<file path="src/rtl/wb_pkg.sv">
// Shared Wishbone types and arbiter owner encoding.
package wb_pkg;

  typedef logic [27:0] adr_t;
  typedef logic [31:0] dat_t;
  typedef logic [3:0]  sel_t;

  // Which master currently holds (or is being given) the shared port.
  typedef logic owner_t;

  localparam owner_t ARB_M0 = 1'b0;
  localparam owner_t ARB_M1 = 1'b1;

endpackage

</file>
<file path="src/rtl/wb_arb_watchdog.sv">
// Watchdog for the two-master Wishbone arbiter: counts stalled busy cycles and
// flags expiry on the last allowed cycle. Disappears entirely when TIMEOUT_CYCLES is 0.
module wb_arb_watchdog #(
  parameter int unsigned TIMEOUT_CYCLES = 0
) (
  input  logic clk,
  input  logic rst,
  input  logic run,     // busy cycle with no slave response
  input  logic clear,   // response seen, grant released or newly taken
  output logic expire
);

  if (TIMEOUT_CYCLES > 0) begin : g_wd
    localparam int unsigned CntW = $clog2(TIMEOUT_CYCLES + 1);
    localparam logic [CntW-1:0] LastCnt = CntW'(TIMEOUT_CYCLES - 1);

    logic [CntW-1:0] tmo_cnt;

    // Expiry fires on the cycle the counter reaches its final value.
    assign expire = run & (tmo_cnt == LastCnt);

    // Count waiting cycles; restart on any response, release, or expiry.
    always_ff @(posedge clk or posedge rst) begin
      if (rst) begin
        tmo_cnt <= '0;
      end else if (clear || expire) begin
        tmo_cnt <= '0;
      end else if (run) begin
        tmo_cnt <= tmo_cnt + 1'b1;
      end
    end
  end else begin : g_none
    logic unused_wd;
    assign unused_wd = ^{clk, rst, run, clear};
    assign expire    = 1'b0;
  end

endmodule

</file>
<file path="src/rtl/wb_arbiter2.sv">
// Two-master, one-slave Wishbone pipelined arbiter. Grant is combinational (no added
// latency) and locked to the owner for as long as its cyc stays high.
module wb_arbiter2
  import wb_pkg::*;
#(
  parameter bit          ROUND_ROBIN    = 1'b1,
  parameter int unsigned TIMEOUT_CYCLES = 0
) (
  input  logic   clk,
  input  logic   rst,
  // master 0 (instruction side)
  input  logic   m0_cyc,
  input  logic   m0_stb,
  input  logic   m0_we,
  input  adr_t   m0_adr,
  input  dat_t   m0_dat_m,
  input  sel_t   m0_sel,
  output logic   m0_stall,
  output logic   m0_ack,
  output logic   m0_err,
  output dat_t   m0_dat_s,
  // master 1 (data side)
  input  logic   m1_cyc,
  input  logic   m1_stb,
  input  logic   m1_we,
  input  adr_t   m1_adr,
  input  dat_t   m1_dat_m,
  input  sel_t   m1_sel,
  output logic   m1_stall,
  output logic   m1_ack,
  output logic   m1_err,
  output dat_t   m1_dat_s,
  // shared slave side
  output logic   s_cyc,
  output logic   s_stb,
  output logic   s_we,
  output adr_t   s_adr,
  output dat_t   s_dat_m,
  output sel_t   s_sel,
  input  logic   s_stall,
  input  logic   s_ack,
  input  logic   s_err,
  input  dat_t   s_dat_s
);

  logic   busy_q, busy_d;
  owner_t owner_q, owner_d;
  owner_t last_q, last_d;

  owner_t gnt;
  logic   gnt_vld;
  logic   owner_cyc;
  logic   locked;
  logic   expire;
  logic   m0_req, m1_req;

  assign m0_req    = m0_cyc & m0_stb;
  assign m1_req    = m1_cyc & m1_stb;
  assign owner_cyc = (owner_q == ARB_M1) ? m1_cyc : m0_cyc;
  assign locked    = busy_q & owner_cyc;

  wb_arb_watchdog #(
    .TIMEOUT_CYCLES (TIMEOUT_CYCLES)
  ) u_watchdog (
    .clk    (clk),
    .rst    (rst),
    .run    (locked & ~s_ack & ~s_err),
    .clear  (~locked | s_ack | s_err),
    .expire (expire)
  );

  // Effective grant: held owner first, otherwise arbitrate fresh requests.
  always_comb begin
    gnt_vld = 1'b0;
    gnt     = ARB_M0;
    if (rst) begin
      gnt_vld = 1'b0;
    end else if (locked) begin
      gnt_vld = 1'b1;
      gnt     = owner_q;
    end else if (m0_req && m1_req) begin
      gnt_vld = 1'b1;
      gnt     = ROUND_ROBIN ? ~last_q : ARB_M0;
    end else if (m0_req) begin
      gnt_vld = 1'b1;
      gnt     = ARB_M0;
    end else if (m1_req) begin
      gnt_vld = 1'b1;
      gnt     = ARB_M1;
    end
  end

  // Lock follows the effective grant; a watchdog expiry drops the lock.
  always_comb begin
    busy_d  = 1'b0;
    owner_d = owner_q;
    last_d  = last_q;
    if (gnt_vld) begin
      busy_d  = ~expire;
      owner_d = gnt;
      last_d  = gnt;
    end
  end

  // Arbiter state; last_q resets to m1 so m0 wins the first tie.
  always_ff @(posedge clk or posedge rst) begin
    if (rst) begin
      busy_q  <= 1'b0;
      owner_q <= ARB_M0;
      last_q  <= ARB_M1;
    end else begin
      busy_q  <= busy_d;
      owner_q <= owner_d;
      last_q  <= last_d;
    end
  end

  // Route the granted master to the slave and the slave response back to it.
  always_comb begin
    s_cyc    = 1'b0;
    s_stb    = 1'b0;
    s_we     = (gnt == ARB_M1) ? m1_we    : m0_we;
    s_adr    = (gnt == ARB_M1) ? m1_adr   : m0_adr;
    s_dat_m  = (gnt == ARB_M1) ? m1_dat_m : m0_dat_m;
    s_sel    = (gnt == ARB_M1) ? m1_sel   : m0_sel;
    m0_stall = 1'b1;
    m0_ack   = 1'b0;
    m0_err   = 1'b0;
    m1_stall = 1'b1;
    m1_ack   = 1'b0;
    m1_err   = 1'b0;
    if (gnt_vld) begin
      // An expiring transaction is pulled off the bus and answered with err.
      if (!expire) begin
        s_cyc = (gnt == ARB_M1) ? m1_cyc : m0_cyc;
        s_stb = (gnt == ARB_M1) ? m1_stb : m0_stb;
      end
      if (gnt == ARB_M1) begin
        m1_stall = s_stall | expire;
        m1_ack   = s_ack;
        m1_err   = s_err | expire;
      end else begin
        m0_stall = s_stall | expire;
        m0_ack   = s_ack;
        m0_err   = s_err | expire;
      end
    end
  end

  // Read data is broadcast; masters qualify it with ack.
  assign m0_dat_s = s_dat_s;
  assign m1_dat_s = s_dat_s;

endmodule

</file>
<file path="config.mk">
export PLATFORM = sky130hd
export DESIGN_NAME = wb_arbiter2
export DESIGN_NICKNAME = d
export VERILOG_FILES = /design/src/rtl/wb_pkg.sv /design/src/rtl/wb_arb_watchdog.sv /design/src/rtl/wb_arbiter2.sv
export SDC_FILE = /design/constraint.sdc
export NUM_CORES = 1
export LEC_CHECK = 0
export ABC_AREA = 1
export CAP_MARGIN = 20
export CORE_AREA = 2 2 118 120
export DETAILED_ROUTE_END_ITERATION = 10
export DIE_AREA = 0 0 120 122
export GPL_TIMING_DRIVEN = 0
export PLACE_DENSITY = 0.64
export SLEW_MARGIN = 20
export SYNTH_ARGS = -nofsm -noshare
export SYNTH_HDL_FRONTEND = slang
export SYNTH_SLANG_ARGS = --single-unit
</file>
<file path="constraint.sdc">
create_clock -name clk -period 2.2 [get_ports clk]
set_clock_uncertainty 0.05 [all_clocks]
set_input_delay 0.66 -clock clk [delete_from_list [all_inputs] [get_ports clk]]
set_output_delay 0.66 -clock clk [all_outputs]
set_load 0.005 [all_outputs]
</file>
Word-level counts from Yosys, hierarchy flattened
Cells that the tools add are included.

operators by class
  add/sub/neg operators = 0
  multipliers = 0
  div/mod/pow operators = 0
  magnitude comparators = 0
  equality and inequality tests = 0
  shift-type cells = 0
  muxes and demuxes = 31
  bitwise operators = 4
  reductions and logical operators = 1

operator list
  cell               number
  32-bit 2-to-1 mux  1
  1-bit 2-to-1 mux   28
  28-bit 2-to-1 mux  1
  4-bit 2-to-1 mux   1
  1-bit bitwise AND  3
  1-bit logical AND  1
  1-bit NOT          1

word-level totals
  register bits = 3
  latch bits = 0
  bits in writable memories = 0
  ROM bits = 0
  bits of input ports = 171
  output and inout bits = 137
  logic and storage cells = 39
  memories = 0

Logic depth before layout (Yosys ltp)
  depth after elaboration = 8
  gate-level depth with buffers = 10
  mapped depth without buffers = 8

Hierarchy
A second synthesis with hierarchy kept.

second synthesis, totals
  cell total of the unflattened synthesis = 322
  area total of the unflattened synthesis = 1,572.8 um2

modules (own cells, without submodules)
  module           instances  cells an instance  area an instance (um2)  seq. area each (um2)
  wb_arbiter2      1          320                1,561.5                 76.3
  wb_arb_watchdog  1          2                  11.3                    0.0

Worst setup path before layout
OpenSTA, ideal clock, no wires.

  kind = input -> output
  start point = in m1_cyc
  end point = out s_adr[22]
  arrival time = 1.500 ns
  data required time = 1.490 ns
  setup slack = -0.010 ns
  stages on the path = 10
  buffers on the path = 2
  path through = inv_1 > nand2_1 > nand3_1 > nand2_1 > nand3_2 > inv_2 > buf_6 > buf_6 > nand2_1 > nand2_1

on the way
  cells in the longest elaborated chain, start to end = 7
  elaborated cells between the ends (all ways) = 10
  those cells by class = mux (7); bitwise (2); reduce/logical (1)

ends and longest elaborated chain
  what                   line                text
  from (decl)            wb_arbiter2.sv:23   input logic m1_cyc,
  1-bit bitwise AND      wb_arbiter2.sv:58   assign m1_req = m1_cyc & m1_stb;
  1-bit 2-to-1 mux       wb_arbiter2.sv:87   end else if (m1_req) begin
  1-bit 2-to-1 mux       wb_arbiter2.sv:84   end else if (m0_req) begin
  1-bit 2-to-1 mux       wb_arbiter2.sv:81   end else if (m0_req && m1_req) begin
  1-bit 2-to-1 mux (*)   wb_arbiter2.sv:78   end else if (locked) begin
  1-bit 2-to-1 mux (*)   wb_arbiter2.sv:76   if (rst) begin
  28-bit 2-to-1 mux (*)  wb_arbiter2.sv:123  s_adr = (gnt == ARB_M1) ? m1_adr : m0_adr;
  to (decl)              wb_arbiter2.sv:37   output adr_t s_adr,

Mark *: on every way between the ends. The rest lies on a longest branch, timed or not.

Worst setup path after layout
  start point = in m1_cyc
  end point = out s_dat_m[10]

on the way
  cells in the longest elaborated chain, start to end = 7
  elaborated cells between the ends (all ways) = 10
  those cells by class = mux (7); bitwise (2); reduce/logical (1)

ends and longest elaborated chain
  what                   line                text
  1-bit bitwise AND      wb_arbiter2.sv:58
  1-bit 2-to-1 mux       wb_arbiter2.sv:87
  1-bit 2-to-1 mux       wb_arbiter2.sv:84
  1-bit 2-to-1 mux       wb_arbiter2.sv:81
  1-bit 2-to-1 mux (*)   wb_arbiter2.sv:78
  1-bit 2-to-1 mux (*)   wb_arbiter2.sv:76
  32-bit 2-to-1 mux (*)  wb_arbiter2.sv:124  s_dat_m = (gnt == ARB_M1) ? m1_dat_m : m0_dat_m;
  to (decl)              wb_arbiter2.sv:38   output dat_t s_dat_m,

Marked as above.

==> results.py <==
metrics = {
    "routing": {
        "route.vias.total": 2997,
        "drcViolationCount": 0,
        "routed_wl_mm": 10.6,
        "wire_per_inst_microns": 13.0,
        "vias_per_cell": 3.67,
        "wl_met1_mm": 3.86,
        "first_iter_violations": 63,
        "wl_met2_mm": 5.87,
        "ant_nets": 0,
        "top_layer": "met4",
        "met3_length_microns": 845,
        "dr.pass1.iters": 4,
    },
    "setup_path": {
        "reg2reg_depth": 10,
        "critPathRequiredTime_ns": 1.49,
        "crit_path_start": "m1_cyc",
        "cp-start-kind": "primary input",
        "crit_path_end": "s_dat_m[10]",
        "critPathTopFamily": "buffers and inverters",
        "slowest_delay_ns": 0.18,
        "r2r_setup_slack_ns": 0.56,
        "critPathArrivalTime_ns": 1.87,
        "cp_common_cell": "nand2_4",
        "rr_endpoint": "last_q$_DFFE_PP1P_",
        "crit_cells": 12,
        "critPathCaptureType": "output pin",
        "r2r_start": "owner_q$_DFFE_PP0P_",
        "critPathKind": "in2out",
        "cp_slowest_cell": "buf_6",
        "path_buf_inv": 6,
        "path_cells": "buf_8 > clkinv_4 > nand2_4 > nand3_2 > nand2_2 > nand3_4 > buf_6 > clkbuf_16 > buf_12 > nand2_4 > nand2_4 > buf_6",
        "cp_max_fo": 5,
    },
    "place": {
        "dpl.cell_count": 772,
        "hpwl_mm": 7.65,
        "gp_congestion": 0.706,
        "io_buffers": 275,
    },
    "synth": {
        "syn-num-nets": 488,
        "synth.avg_cell_area_sq_um": 4.91,
        "ys_types": 15,
        "netlist_instances": 317,
        "synth_warnings": 0,
        "syn_area_sq_um": 1560,
        "synth-seq-cells": 3,
        "yosysSeqAreaShare_pct": 4.91,
    },
    "global_route": {
        "grt_antenna_before_repair": 0,
        "grt_pass1_wl_mm": 14.8,
        "first_global_vias": 2916,
        "grt-ovfl-total": 0,
        "grt_use_total_pct": 12.7,
        "grt_max_degree": 7,
    },
    "power_and_ir_drop": {
        "leakage_nw": 2.78,
        "peakVddDrop_v": 0.000308,
        "power_density_nw_per_um2": 315,
        "totalPowerFinal_w": 0.00178,
    },
    "floorplan": {
        "core_sq_um": 13500,
        "die_y_microns": 122,
        "core.rowCount": 43,
        "start_util_pct": 11.5,
        "dieArea_sq_um": 14600,
        "io_pins": 308,
        "die_w_microns": 120,
    },
    "clocking": {
        "clock-root-buffer": "clkbuf_16",
        "clk_pin_slew_ns": 0.03,
        "hold_buffers": 0,
        "cts_buffer_depth": 2,
        "insertion_delay_ns": 0.23,
        "cts_tree": "built",
        "cts_buffers": 3,
        "cts_max_level": 1,
        "cts_num_sinks": 3,
    },
    "timing": {
        "slew_headroom_pct": 83.6,
        "fin_ws_ns": -0.377,
        "layout_min_cycle_time_ns": 2.58,
        "timing.final.crit_share_pct": 117,
        "setup_viol": 72,
        "tns_ns": -23.36,
        "finalHoldViolCount": 0,
        "worst_slew_pin_slew_ns": 0.245,
        "rsz0062_at_grt": "yes",
        "slew_violations": 0,
        "fmax_ghz": 0.388,
    },
    "finish": {
        "antenna-diode-count": 0,
        "instances_no_fill": 817,
        "synthToLayoutAreaGrowth_pct": 264,
        "nets": 809,
        "final_core_util_pct": 42.0,
        "drive_above_1_share_pct": 54.0,
        "fillers": 1379,
    },
    "flow_run": {
        "maxCapViolCount": 0,
    },
    "status": {
        "violations": "setup timing",
        "outcome": "finished with violations",
    },
    "hold_path": {
        "hp-class": "in2async",
    },
}
area by class of cell:
| cell class | instances | area, sq um | share of cell area [%] |
|---|---|---|---|
| timing repair buffer | 316 | 3080 | 54.4 |
| multi-input combinational | 222 | 1410 | 24.8 |
| buffer | 78 | 733 | 12.9 |
| tap | 180 | 225 | 3.97 |
| clock buffer | 4 | 78.8 | 1.39 |
| sequential | 3 | 76.3 | 1.35 |
| inverter | 14 | 62.6 | 1.10 |
tightest hold or removal path, cell delays in order:
cell	delay, ns
clkbuf_2	0.12
inv_2	0.08
buf_4	0.13
worst min path at each step:
stage,endpoint,slack [ns]
6_report,owner_q$_DFFE_PP0P_,0.39
5_1_grt,owner_q$_DFFE_PP0P_,0.42
4_1_cts,last_q$_DFFE_PP1P_,0.46
3_5_place_dp,last_q$_DFFE_PP1P_,0.45
3_3_place_gp,last_q$_DFFE_PP1P_,0.45
2_1_floorplan,busy_q$_DFF_PP0_,0.39
flip-flops by register name (all words and copies together), names as in the netlist:
name     count
busy_q       1
last_q       1
owner_q      1
layout by cell type (no fill, tap or decap), types with 4 or more instances in the layout:
cell	Yosys	routed
buf_12	0	6
buf_8	0	13
buf_16	0	6
clkbuf_16	0	8
buf_4	64	73
nand2_1	207	77
inv_2	1	4
clkdlybuf4s50_1	0	197
buf_2	4	57
buf_6	5	34
inv_1	13	8
nor2_1	7	4
nand2_2	0	95
nand2_4	0	34
synth_stat cells, drive strengths merged:
master / n / share of area (%)
nand2: 207 / 50
buf: 73 / 36
inv: 14 / 3.4
nor2: 7 / 1.7
clkbuf: 5 / 1.2
nand3: 3 / 1.3
a21oi: 2 / 0.64
dfrtp: 2 / 3.2
nand4: 2 / 0.80
dfstp: 1 / 1.7
o21ai: 1 / 0.32
routing by layer:
layer	vias to the layer above	GRT usage [%]
met5	-	0
met4	0	1.10
met3	4	2.76
met2	151	25.2
met1	1323	14.2
li1	1519	-
power by group:
part | internal, W | switching (W) | total (W)
combinational | 0.000887 | 0.000519 | 0.00141
sequential | 0.0000687 | 0.00000832 | 0.0000771
clock | 0.000240 | 0.0000611 | 0.000301
total | 0.00120 | 0.000589 | 0.00178
per-stage QoR:
| stage | hold WS (ns) | instance area, sq um | setup slack, ns |
|---|---|---|---|
| detailed placement | 0.452 | 4540 | -1.43 |
| global route | 0.424 | 5670 | -0.426 |
| CTS | 0.465 | 5310 | -0.392 |
| finish | 0.393 | 5670 | -0.377 |
| floorplan | 0.387 | 1560 | 0.00308 |
| global placement | 0.451 | 4540 | -1.44 |
logic make-up after synthesis:
kind of cell	share of synthesized area [%]
simple gates	53.7
flops	4.91
buf+inv	40.4
compound gates	0.965
repair_timing:
action	in CTS	in global routing
setup endpoints to repair	74	73
buffers inserted	29	4
resized for setup	486	108
pin swaps	33	39
cloned	13	0
(Power assumes the default switching activity.)
